### src/rtl/alu_operand_loader.sv
// Operator front end for the mini ALU: synchronises and debounces the load/clear buttons,
// sequences x, y and cin captures from the switches, and latches the adder sum with a valid flag.
module alu_operand_loader #(
    parameter int DEBOUNCE_CYCLES = 16
) (
    input  logic       clk,
    input  logic       rst_n,
    input  logic [2:0] sw,
    input  logic       cin_sw,
    input  logic       btn_load,
    input  logic       btn_clear,
    output logic [2:0] x,
    output logic [2:0] y,
    output logic       cin,
    input  logic [3:0] sum,
    output logic [3:0] result,
    output logic       result_valid,
    output logic [1:0] state
);

    typedef enum logic [1:0] {
        S_X    = 2'b00,
        S_Y    = 2'b01,
        S_C    = 2'b10,
        S_DONE = 2'b11
    } state_t;

    localparam logic [15:0] CNT_LAST = 16'(DEBOUNCE_CYCLES - 1);

    // Bit 0 carries the load button, bit 1 the clear button through every stage.
    logic [1:0]  btn_raw;
    logic [1:0]  sync_p0;
    logic [1:0]  sync_p1;
    logic [1:0]  deb;
    logic [1:0]  deb_d;
    logic [15:0] cnt [2];
    logic [1:0]  press;
    state_t      st;

    assign btn_raw = {btn_clear, btn_load};
    assign press   = deb & ~deb_d;
    assign state   = st;

    // Synchroniser stages, then per-button debounce counters.
    always_ff @(posedge clk or negedge rst_n) begin
        if (!rst_n) begin
            sync_p0 <= '0;
            sync_p1 <= '0;
            deb     <= '0;
            deb_d   <= '0;
            cnt[0]  <= '0;
            cnt[1]  <= '0;
        end else begin
            sync_p0 <= btn_raw;
            sync_p1 <= sync_p0;
            deb_d   <= deb;
            for (int i = 0; i < 2; i++) begin
                if (sync_p1[i] == deb[i]) begin
                    cnt[i] <= '0;
                end else if (cnt[i] == CNT_LAST) begin
                    deb[i] <= ~deb[i];
                    cnt[i] <= '0;
                end else begin
                    cnt[i] <= cnt[i] + 16'd1;
                end
            end
        end
    end

    // Sequencer: clear beats load, load beats the result capture.
    always_ff @(posedge clk or negedge rst_n) begin
        if (!rst_n) begin
            st           <= S_X;
            x            <= '0;
            y            <= '0;
            cin          <= 1'b0;
            result       <= '0;
            result_valid <= 1'b0;
        end else if (press[1]) begin
            st           <= S_X;
            x            <= '0;
            y            <= '0;
            cin          <= 1'b0;
            result       <= '0;
            result_valid <= 1'b0;
        end else if (press[0]) begin
            case (st)
                S_X: begin
                    x  <= sw;
                    st <= S_Y;
                end
                S_Y: begin
                    y  <= sw;
                    st <= S_C;
                end
                S_C: begin
                    cin <= cin_sw;
                    st  <= S_DONE;
                end
                default: begin
                    x            <= sw;
                    result_valid <= 1'b0;
                    st           <= S_Y;
                end
            endcase
        end else if (st == S_DONE && !result_valid) begin
            result       <= sum;
            result_valid <= 1'b1;
        end
    end

endmodule

### config.mk
export PLATFORM = sky130hd
export DESIGN_NAME = alu_operand_loader
export DESIGN_NICKNAME = d
export VERILOG_FILES = /design/src/rtl/alu_operand_loader.sv
export SDC_FILE = /design/constraint.sdc
export NUM_CORES = 1
export LEC_CHECK = 0
export ABC_AREA = 1
export CELL_PAD_IN_SITES_DETAIL_PLACEMENT = 1
export CELL_PAD_IN_SITES_GLOBAL_PLACEMENT = 1
export CORE_MARGIN = 5
export CORE_UTILIZATION = 35
export DETAILED_ROUTE_END_ITERATION = 10
export PLACE_DENSITY = 0.7
export SETUP_SLACK_MARGIN = 0.5
export SKIP_LAST_GASP = 1
export SLEW_MARGIN = 20
export SYNTH_ARGS = -nofsm -noshare
export SYNTH_HDL_FRONTEND = slang
export SYNTH_SLANG_ARGS = --single-unit
export TNS_END_PERCENT = 1
### constraint.sdc
create_clock -name clk -period 1.65 [get_ports clk]
set_input_delay 0.165 -clock clk [delete_from_list [all_inputs] [get_ports clk]]
set_output_delay 0.165 -clock clk [all_outputs]
set_load 0.01 [all_outputs]
## Word level (Yosys, flattened, before mapping)

Cells that the tools add are included.

- Bits in registers: 54
- Input bits: 12

- Multiplexer cells: 23
- Bitwise operators: 6
- Reduce and logical (&&, ||, !) cells: 17
- Equality and inequality tests: 10
- Add/sub/neg operators: 2

Operator list:

| cell | count |
|---|---|
| two-way mux 16 bit | 4 |
| adder 16 x 1 -> 16 bit, second input constant | 2 |
| == test 16 x 4 -> 1 bit, second input constant | 2 |
| two-way mux 3 bit | 6 |
| AND reduction 2 bit | 7 |
| two-way mux 4 bit | 3 |
| nonzero test 2 bit | 4 |
| two-way mux 1 bit | 7 |
| == test 2 bit, second input constant | 2 |
| two-way mux 2 bit | 2 |
| inequality test 2 x 1 -> 1 bit, second input constant | 2 |
| inverter 1 bit | 4 |
| one-hot mux 2 bit (2 select lines) | 1 |
| inequality test 3 x 2 -> 1 bit, second input constant | 1 |
| nonzero test 3 bit | 1 |
| OR reduction 3 bit | 1 |
| bitwise AND 2 bit | 1 |
| == test 1 bit | 2 |
| == test 2 x 1 -> 1 bit, second input constant | 1 |
| logical NOT 2 bit | 1 |
| inverter 2 bit | 1 |
| OR reduction 2 bit | 1 |
| logical AND 1 bit | 1 |
| logical NOT 1 bit | 1 |

## Longest topological paths before layout

- Depth after elaboration: 5
- Mapped depth: 8
- Mapped depth without buffers: 8

## Worst setup path after synthesis

OpenSTA, ideal clock, no wires.

- Path kind: register to register
- Start: register st[0], in the netlist state[0]
- End: register x[0]
- Stages on the path, launching flop included: 7
- Period minus slack after synthesis: 1,221 ps
- Arrival: 1,105 ps
- Path buffers: 0
- Setup slack: 429 ps
- Required time: 1,533 ps
- Cell sequence: dfrtp_1 inv_1 ha_1 nand2_1 nand2_1 nand2_1 nand2_1

- Longest elaborated chain between the ends: 4
- Elaborated cells on any way between the ends: 5
- Classes of those cells: eq/ne (3); reduce/logical (2)

Ends and longest elaborated chain:

| item | line | source |
|---|---|---|
| start, declared | 38 | `state_t st;` |
| start signal, assigned | 73 | `st <= S_X;` |
| start signal, assigned | 80 | `st <= S_X;` |
| start signal, assigned | 90 | `st <= S_Y;` |
| == test 2 bit / == test 2 x 1 -> 1 bit (equally long branches) | 87 | `case (st)` |
| OR reduction 2 bit (no source line) * | -- |  |
| inequality test 2 x 1 -> 1 bit (no source line) * | -- |  |
| AND reduction 2 bit (no source line) * | -- |  |
| end signal, assigned | 89 | `x <= sw;` |
| end signal, assigned | 101 | `x <= sw;` |
| end, declared | 12 | `output logic [2:0] x,` |

Mark *: on every way between the ends. The rest lies on a longest branch, timed or not.
A chain may end at the register's enable or synchronous reset.

## Final worst setup path

- Start: register st[0], in the netlist state[0]
- End: register result[3]

- Longest elaborated chain between the ends: 4

Ends and longest elaborated chain:

| item | line | source |
|---|---|---|
| == test 2 bit | 106 | `end else if (st == S_DONE && !result_valid) begin` |
| logical AND 1 bit | 106 |  |
| nonzero test 2 bit (no source line) | -- |  |
| AND reduction 2 bit (no source line) | -- |  |
| end signal, assigned | 107 | `result <= sum;` |
| end, declared | 16 | `output logic [3:0] result,` |

Every way passes these cells.

==> summary.txt <==
Outcome
  – Status: finished clean

Floorplan
  – Die width: between 90 and 100 microns
  – IO Count: 26
  – Cell Rows: 32
  – Starting Density: around 36%
  – Full die area: 0.00984 sq mm
  – Die Height: between 90 and 100 microns
  – Core Area: 0.00773 sq mm

STA
  – TNS Setup: 0 ns
  – Unrepaired setup endpoints after global routing: true
  – Final Worst Setup Slack: a little over 0.4 ns
  – Maximum clock rate: approximately 800 MHz
  – Worst Tran Pin Value: 0.296 ns
  – Final Hold Viols: 0
  – Final Cycle Share: about three quarters
  – Fin. max-slew vios: 0
  – Worst slew margin: around four fifths
  – Final min period: about 1.2 ns
  – Setup Viol. Count Final: 0
  – Clock Skew: approximately 0.008 ns

Clocking
  – CTS tree: done
  – Clk buf depth: 2
  – CTS root buf: clkbuf_8
  – H-Tree Level Count: 2
  – Num CTS Buffers: 5
  – Clock transition at path regs: between 0.1 and 0.15 ns
  – Num Clock Sinks: 54
  – Latest clock arrival within the worst-skew pair: about 0.31 ns

Synthesis
  – Post-Synthesis Net Count: approximately 360
  – Yosys warns: 0
  – Synth Instances: ~340
  – Synth area leaders: dfrtp_1, nand2_1, nor2_1
  – Avg Inst Size Synth: roughly 8.1 sq um
  – Post-synth top area share: around half
  – Sequential share of the synthesized area: between 40% and 50%
  – Synth cell types: 26
  – Area leader, netlist: dfrtp_1
  – FF+latch count, synth: between 50 and 60
  – Netlist Area Pre-Place: roughly 0.0028 sq mm

Drt
  – Routed vias/inst: about 4.7
  – Wire length per cell: 13.8 microns
  – WL final: 6.81 mm
  – DR vias: approximately 2.3k
  – Post-route DRC: 0
  – Antenna viol nets, final: 0
  – DR iter-0 viols: between 50 and 60
  – Detailed Routing Iterations Pass 1: 4

Critical path
  – Cell Chain, Critical Path: buf_4 > ha_1 > nand2_2 > o21ai_2 > o21ai_0
  – CP startpoint: state[0]$_DFFE_PN0P_
  – CP Capture Point: result[3]$_DFFE_PN0P_
  – CP Capture Type: flop
  – Depth of the worst register-to-register path: 5
  – Setup CP Type: reg2reg
  – Worst path bufs/invs: 1
  – Required time of the critical path: approximately 1.9 ns
  – Crit path DAT: around 1.5 ns
  – Max Fanout on Critical Path: 4
  – Crit-path leading delay family: flip-flops
  – CP max-delay cell: dfrtp_2
  – Reg2Reg Setup Slack: about 0.4 ns
  – Reg2Reg Capture Point: result[3]$_DFFE_PN0P_
  – Reg2reg start: state[0]$_DFFE_PN0P_
  – Worst path max stage delay: around 0.43 ns
  – Startpoint types: flop
  – CP Depth: 5

Power
  – Leakage Power: about 0.0015 uW
  – Peak VDD IR: about 0.3 mV
  – Pwr/cell area: around 660 mW/mm^2

Finish
  – Commonest non-fill, non-tap cell in the layout: nand2_1
  – Share of cells above drive strength 1: between 20% and 30%
  – N_diodes: 0
  – Fin nets: a little over 400
  – Most frequent cells in the layout: nand2_1, nor2_1, dfrtp_1
  – Layout area overhead: 26.5%

Placement
  – Place WS: ~0.25 ns
  – Port bufs: 25
  – Placed wire-length estimate: 4.83 mm
  – Routability Congestion: approximately 0.82

Global route
  – GRT Total Usage: approximately 15%
  – Largest net degree at the start of global routing: 55
  – First-pass GRT wire length: ~12 mm
  – GRT overflow: 0
  – Vias in the first global route: between 2k and 3k
  – Initial antenna violation count: 0

Min path
  – Hold WC Path Type: in2reg

Job
  – Max-cap viol count: 0
## power breakdown
| group | internal [uW] | switching (uW) |
|---|---|---|
| logic | 80.7 | 92.4 |
| clock network | 308 | 475 |
| registers | 1350 | 28.2 |
## layout make-up
type	instances	area, sq um
clock buffer	5	68.8
clock inverter	3	25.0
fill	951	4200
inverter	41	158
multi-input combinational	245	1390
sequential	54	1360
tap	102	128
timing repair buffer	43	394
## state kept, by name, indices dropped and copies added (netlist names)
signal        flops
x                 3
cnt              32
y                 3
state             2
cin               1
result_valid      1
deb_d             2
deb               2
result            4
sync_p1           2
sync_p0           2
## per-layer routing
| metal | track usage (%) | vias to the layer above | part of all wire [%] |
|---|---|---|---|
| li1 | - | 1165 | - |
| met1 | 19.9 | 1146 | 46 |
| met2 | 24.7 | 22 | 50 |
| met3 | 2.66 | 7 | 2.6 |
| met4 | 3.89 | 0 | 1.0 |
| met5 | 0 | - | 0 |
## worst min path at each step
stage | start | to | slack (ns) | depth (start not counted)
after floorplan | rst_n | cin$_DFFE_PN0P_ | -0.13 | 0
after global placement | rst_n | cnt[16]$_DFF_PN0_ | 0.19 | 2
after detailed placement | rst_n | sync_p0[0]$_DFF_PN0_ | 0.19 | 2
after CTS | btn_load | sync_p0[0]$_DFF_PN0_ | 0.27 | 1
after global routing | btn_load | sync_p0[0]$_DFF_PN0_ | 0.27 | 1
final | btn_load | sync_p0[0]$_DFF_PN0_ | 0.28 | 1
## Yosys cell counts
master and instances:
buf_2 3, o21bai_2 1, inv_1 37, inv_2 4, ha_1 7, nor2_1 62
xor2_1 9, nor3b_2 1, nand3_2 3, o21bai_1 2, nor3b_1 3, nand2_2 7
xnor2_1 2, o21ai_2 1, nor2_4 6, dfrtp_1 54, nand2_1 81, o21ai_1 5
nand3_1 21, nor2_2 8, nand2_4 1, nor3_1 1, a21oi_1 5, a211oi_1 1
nand4_1 11, o21ai_0 7
## kinds of logic after synthesis
logic type / Yosys count / share of synthesized area [%]
fa+ha+maj: 7 / 3.14
compound gates: 22 / 4.58
buf+inv: 44 / 6.06
flops: 54 / 48.5
simple gates: 205 / 34.2
xor+xnor: 11 / 3.46
## worst reg2reg max path, stage by stage, from the launching register on
cell and delay [ns]:
dfrtp_2 0.43, buf_4 0.15, ha_1 0.22, nand2_2 0.12, o21ai_2 0.08, o21ai_0 0.17
## stage by stage
stage	instance area (sq um)	total power, uW	util, %	cells	hold slack [ns]
floorplan	2810	1450	-	343	-0.131
global placement	3190	1550	41.3	468	0.190
detailed placement	3190	1550	41.3	468	0.189
CTS	3430	2360	44.4	488	0.273
global route	3520	2450	45.6	493	0.273
finish	3520	2340	45.6	493	0.282
## repair_timing
action / 4_1_cts / 5_1_grt
gates resized for setup: 30 / 23
pin swaps: 5 / 7
setup endpoints to repair: 60 / 62
hold buffers: 1 / 0
endpoints found under the hold margin: 54 / 0
setup buffers: 11 / 5
Power figures use the tool's default switching activity.
